File: src/rtl/frame_input_arbiter.sv
// Packet-granular round-robin arbiter. It merges four per-channel received-frame
// FIFOs (134-bit show-ahead data plus 64-bit metadata) onto one ingress datapath.
// Frames are forwarded whole and never interleaved. Frames longer than
// MAX_PKT_LINES are truncated with a forced tail, and the rest of the frame is
// drained without being written.
module frame_input_arbiter #(
  parameter int unsigned MAX_PKT_LINES = 128,
  parameter int unsigned CNT_W         = 8
) (
  input  logic         i_clk,
  input  logic         i_rst_n,
  input  logic [535:0] iv_pkt_data,
  input  logic [3:0]   i_pkt_data_empty,
  output logic [3:0]   ov_pkt_data_rd,
  input  logic [255:0] iv_metadata,
  input  logic [3:0]   i_metadata_fifo_empty,
  output logic [3:0]   ov_metadata_rd,
  input  logic         i_out_almost_full,
  output logic [133:0] ov_data,
  output logic         o_data_wr,
  output logic [63:0]  ov_metadata,
  output logic         o_metadata_wr,
  output logic [1:0]   ov_grant_port,
  output logic         o_abort_pulse
);

  typedef enum logic [1:0] {
    IDLE  = 2'd0,
    TRANS = 2'd1,
    DISC  = 2'd2
  } state_t;

  state_t           state, state_nxt;
  logic [1:0]       rr_ptr, rr_ptr_nxt;
  logic [CNT_W-1:0] line_cnt, line_cnt_nxt;
  logic [1:0]       grant_nxt;
  logic [3:0]       meta_rd_nxt;
  logic [63:0]      meta_nxt;
  logic             meta_wr_nxt;
  logic [133:0]     data_nxt;
  logic             data_wr_nxt;
  logic             abort_nxt;

  logic [133:0]     ch_line [4];
  logic [63:0]      ch_meta [4];
  logic [133:0]     cur_line;
  logic             cur_tail;
  logic             pop;
  logic             arb_found;
  logic [1:0]       arb_winner;
  logic [1:0]       arb_idx;

  // Split the packed FIFO head buses into per-channel views
  always_comb begin
    for (int unsigned k = 0; k < 4; k++) begin
      ch_line[k] = iv_pkt_data[134*k +: 134];
      ch_meta[k] = iv_metadata[64*k +: 64];
    end
  end

  // Round-robin search for the first channel with a complete frame, starting at rr_ptr
  always_comb begin
    arb_found  = 1'b0;
    arb_winner = rr_ptr;
    arb_idx    = rr_ptr;
    for (int unsigned i = 0; i < 4; i++) begin
      arb_idx = rr_ptr + 2'(i);
      if (!arb_found && !i_metadata_fifo_empty[arb_idx]) begin
        arb_found  = 1'b1;
        arb_winner = arb_idx;
      end
    end
  end

  // Combinational pop of the granted channel's data FIFO while a frame is active
  always_comb begin
    cur_line       = ch_line[ov_grant_port];
    cur_tail       = cur_line[133];
    pop            = (state != IDLE) && !i_pkt_data_empty[ov_grant_port];
    ov_pkt_data_rd = '0;
    if (pop) begin
      ov_pkt_data_rd[ov_grant_port] = 1'b1;
    end
  end

  // Next-state and registered-output values
  always_comb begin
    state_nxt    = state;
    rr_ptr_nxt   = rr_ptr;
    line_cnt_nxt = line_cnt;
    grant_nxt    = ov_grant_port;
    meta_rd_nxt  = '0;
    meta_nxt     = ov_metadata;
    meta_wr_nxt  = 1'b0;
    data_nxt     = ov_data;
    data_wr_nxt  = 1'b0;
    abort_nxt    = 1'b0;
    unique case (state)
      IDLE: begin
        if (!i_out_almost_full && arb_found) begin
          grant_nxt               = arb_winner;
          meta_rd_nxt[arb_winner] = 1'b1;
          meta_nxt                = ch_meta[arb_winner];
          meta_wr_nxt             = 1'b1;
          rr_ptr_nxt              = arb_winner + 2'd1;
          line_cnt_nxt            = '0;
          state_nxt               = TRANS;
        end
      end
      TRANS: begin
        if (pop) begin
          line_cnt_nxt = line_cnt + 1'b1;
          data_nxt     = cur_line;
          data_wr_nxt  = 1'b1;
          if (cur_tail) begin
            state_nxt = IDLE;
          end else if (line_cnt == CNT_W'(MAX_PKT_LINES - 1)) begin
            // Last permitted line carries a forced tail so downstream sees a closed frame
            data_nxt[133:132] = 2'b10;
            abort_nxt         = 1'b1;
            state_nxt         = DISC;
          end
        end
      end
      DISC: begin
        if (pop && cur_tail) begin
          state_nxt = IDLE;
        end
      end
      default: state_nxt = IDLE;
    endcase
  end

  // State and output registers with asynchronous active-low reset
  always_ff @(posedge i_clk or negedge i_rst_n) begin
    if (!i_rst_n) begin
      state          <= IDLE;
      rr_ptr         <= '0;
      line_cnt       <= '0;
      ov_grant_port  <= '0;
      ov_metadata_rd <= '0;
      ov_metadata    <= '0;
      o_metadata_wr  <= 1'b0;
      ov_data        <= '0;
      o_data_wr      <= 1'b0;
      o_abort_pulse  <= 1'b0;
    end else begin
      state          <= state_nxt;
      rr_ptr         <= rr_ptr_nxt;
      line_cnt       <= line_cnt_nxt;
      ov_grant_port  <= grant_nxt;
      ov_metadata_rd <= meta_rd_nxt;
      ov_metadata    <= meta_nxt;
      o_metadata_wr  <= meta_wr_nxt;
      ov_data        <= data_nxt;
      o_data_wr      <= data_wr_nxt;
      o_abort_pulse  <= abort_nxt;
    end
  end

endmodule

File: config.mk
export PLATFORM = sky130hd
export DESIGN_NAME = frame_input_arbiter
export DESIGN_NICKNAME = d
export VERILOG_FILES = /design/src/rtl/frame_input_arbiter.sv
export SDC_FILE = /design/constraint.sdc
export NUM_CORES = 1
export LEC_CHECK = 0
export BUFFER_PORTS_ARGS = -buffer_cell sky130_fd_sc_hd__clkbuf_2
export CORE_AREA = 2 2 397 399
export DETAILED_ROUTE_END_ITERATION = 6
export DIE_AREA = 0 0 399 401
export PLACE_DENSITY = 0.3
export RECOVER_POWER = 100
export SETUP_SLACK_MARGIN = 0.02
export SYNTH_ARGS = -nofsm -noshare
export SYNTH_HDL_FRONTEND = slang
export SYNTH_SLANG_ARGS = --single-unit
export TNS_END_PERCENT = 1
File: constraint.sdc
create_clock -name i_clk -period 2.25 [get_ports i_clk]
set_input_delay 0.45 -clock i_clk [delete_from_list [all_inputs] [get_ports i_clk]]
set_output_delay 0.45 -clock i_clk [all_outputs]
set_load 0.01 [all_outputs]
==> results.toml <==
[synthesis]
yosys_warnings = 0
yosysTopAreaCell = "dfrtp_1"
synthFlopType = "dfrtp_1"
synth_nets = 1869
synth_area_per_cell_um2 = 12.6
ys_async_sr_fraction_pct = 100
synth_cell_types = 48
synth_top_area_share_pct = 40.8
yosysSeqAreaShare_pct = 40.8
syn_inst = 1065
synth_area_leaders = "dfrtp_1, mux4_2, mux2_2"
synth_edf_count = 0
syn_area_mm2 = 0.0134
synthTopCellsByCount = "dfrtp_1, mux2_2, mux4_2, a211oi_1, nand2_1"
synth_most_common_cell = "dfrtp_1"
ys_seq_elements = 219

[setup_path]
path_class = "flip-flop to output pin"
critical_path.top_delay_family = "flip-flops"
crit_fanout = 4
reg2reg_to = "ov_data[53]"
max_stage_delay_ps = 520
cp-start-kind = "flip-flop"
required_ps = 1800
r2r-start = "ov_grant_port[1]"
rr_worst_depth = 6
cp_slowest_cell = "dfrtp_4"
cp-end-kind = "output pin"
r2r_slack_ps = -40
cp_num_buf_inv = 1
path_cells = "mux2_4 > a21oi_4 > and3_4 > buf_8"
arrival_ps = 1900

[detailed_routing]
ant_nets = 0
viasPerCell = 3.40
drt-initial-drc-count = 797
vias = 14300
wl_per_cell_um = 24.7
drc = 0
wl_mm = 104
drt_pass1_iterations = 4

[run_status]
violations = "negative setup slack"
status = "complete, but fails checks"

[timing]
max_slew.worst_pin.slew_ps = 942
fin_setup_tns_ps = -356
relSlewSlack_pct = 37.2
worst_slack_ps = -95.2
rsz0062_at_grt = "yes"
slew_viol_final = 0
hold_viol = 0
setup_viol = 17
period_share_pct = 104
clock_skew_ps = 30.5
layout_min_cycle_time_ps = 2350
max_freq_mhz = 426

[layout]
areaGrowthSynthToFinish_pct = 68.0
n_fill_cell = 17800
fin_nets = 2911
drive_above_1_share_pct = 59.7
fin_cells = 4195

[global_routing]
grtUsageMet2_pct = 21.3
grt_max_degree = 63
grt.total_usage_pct = 12.4
grt_pass1_vias = 15400
use_met3_pct = 2.83
antenna_found_initial = 41
grt_pass1_wl_mm = 137
gr-total-overflow = 0
use_met1_pct = 15.9
grt.busiest_layer = "met2"

[clocking]
clock-sinks = 219
cts_tree = "yes"
numCtsBuffers = 36
clkSlewWorstSetupHoldPaths_ps = 60
root_buffer = "clkbuf_16"
cts.path.max_buffers = 3
clkLatencyLatePin_ps = 580
ctsHtreeMaxLevel = 2

[place]
dp_hpwl_mm = 88.4
dp_slack_ps = -477
gp_congestion = 0.873
dp.cells = 4119
portBuffers = 1013

[worst_hold_path]
whs_endpoint = "ov_metadata[41]"
min_path_cells = 3
min-delay-path-class = "primary input to flip-flop"
hold_path_startpoint = "iv_metadata[105]"

[power]
power_leakage_nw = 9.71
p_per_area_mw_per_mm2 = 1300
vdd_drop_max_mv = 0.403

[floorplan]
coreArea_mm2 = 0.156
die_y_um = 401
ios = 1014
start_util_pct = 8.64
die_w_um = 399
fp-row-count = 145
die_area_mm2 = 0.160

[run]
max-cap-violations = 0
## how the worst max path moves through the flow
| stage | start | end | slack, ps | cells past startpoint |
|---|---|---|---|---|
| 6_report | ov_grant_port[0] | ov_pkt_data_rd[1] | -100 | 4 |
| 4_1_cts | ov_grant_port[0] | ov_pkt_data_rd[1] | -230 | 4 |
| 2_1_floorplan | ov_grant_port[0] | ov_data[0] | 250 | 5 |
| 5_1_grt | ov_grant_port[0] | ov_pkt_data_rd[1] | -200 | 4 |
| 3_3_place_gp | i_metadata_fifo_empty[2] | ov_metadata[3] | -490 | 8 |
| 3_5_place_dp | i_metadata_fifo_empty[2] | ov_metadata[3] | -480 | 8 |
## metrics by stage
stage                     total power (W)  cell area (um^2)  utilization (%)  hold slack (ps)
after floorplan                    0.0161             13400                -              154
after global placement             0.0245             21600             13.9              283
after detailed placement           0.0244             21600             13.9              283
after CTS                          0.0310             22900             14.7            0.231
after global routing               0.0313             22600             14.5             50.9
final                              0.0294             22600             14.5             82.8
## cell usage in the layout (no fill, tap or decap), types with 2 or more instances in the layout
cell type / count
clkbuf_2: 810
dfrtp_1: 217
clkbuf_1: 216
mux2_2: 134
mux4_2: 134
a211oi_1: 97
nand2_1: 76
nor2_1: 74
a21oi_1: 67
and3_1: 64
buf_4: 55
clkbuf_16: 36
a211oi_2: 31
buf_12: 20
clkbuf_8: 8
diode_2: 7
o21ai_0: 7
buf_6: 7
inv_1: 5
nand3_1: 4
bufinv_16: 4
nand3b_1: 3
nand2_2: 3
or3_1: 3
and2_1: 2
nand4_1: 2
clkinv_2: 2
dlygate4sd3_1: 2
clkbuf_4: 2
dfrtp_4: 2
## report_power, final
| group | internal [W] | switching (W) | total, W |
|---|---|---|---|
| Clock | 0.00367 | 0.00238 | 0.00606 |
| Combinational | 0.00703 | 0.00906 | 0.0161 |
| Sequential | 0.00596 | 0.00133 | 0.00728 |
## layer usage
layer  share of wire [%]  up-vias
li1                    -     6239
met1                  43     7177
met2                  48      724
met3                 6.6      111
met5               0.026        -
met4                 2.0        4
## flip-flops by register name, indices dropped and copies added, names as in the netlist
name	flops
ov_metadata_rd	4
ov_metadata	64
ov_data	134
o_data_wr	1
o_metadata_wr	1
rr_ptr	2
line_cnt	8
ov_grant_port	2
state	2
o_abort_pulse	1
## worst register-to-register path: stages, from the launching register on
cell and delay (ps):
dfrtp_4 420, buf_12 140, buf_4 160, buf_6 230, buf_6 420, mux4_2 490
mux2_2 290
## layout make-up
type	instances	area [um^2]	area share, %
tap	2058	2570	11.4
sequential	219	5490	24.3
clock buffer	50	1030	4.57
inverter	7	52.6	0.233
multi-input combinational	735	7450	33.0
antenna	7	17.5	0.0775
timing repair buffer	1108	5790	25.6
clock inverter	11	191	0.847
## what timing repair did
item | 4_1_cts | 5_1_grt
hold buffers | 2 | 0
hold endpoints to repair | 141 | 0
gates cloned | 0 | 0
setup endpoints to repair | 7 | 38
resized for setup | 18 | 8
pin swaps | 2 | 0
buffers inserted | 6 | 0
## logic make-up (layout without fill, tap and decap cells)
kind of cell             after synthesis  after routing  share of synthesized area [%]
other                                  0              7                              0
flip-flops                           219            219                           40.8
adder cells (fa/ha/maj)                1              1                         0.0930
AO/OA/AOI/OAI                        220            220                           12.1
XOR/XNOR                               1              1                         0.0651
buffers and inverters                111           1176                           4.53
multiplexers                         270            270                           33.9
AND/OR/NAND/NOR                      243            243                           8.56
No activity file was read; power rests on OpenSTA's default activity.
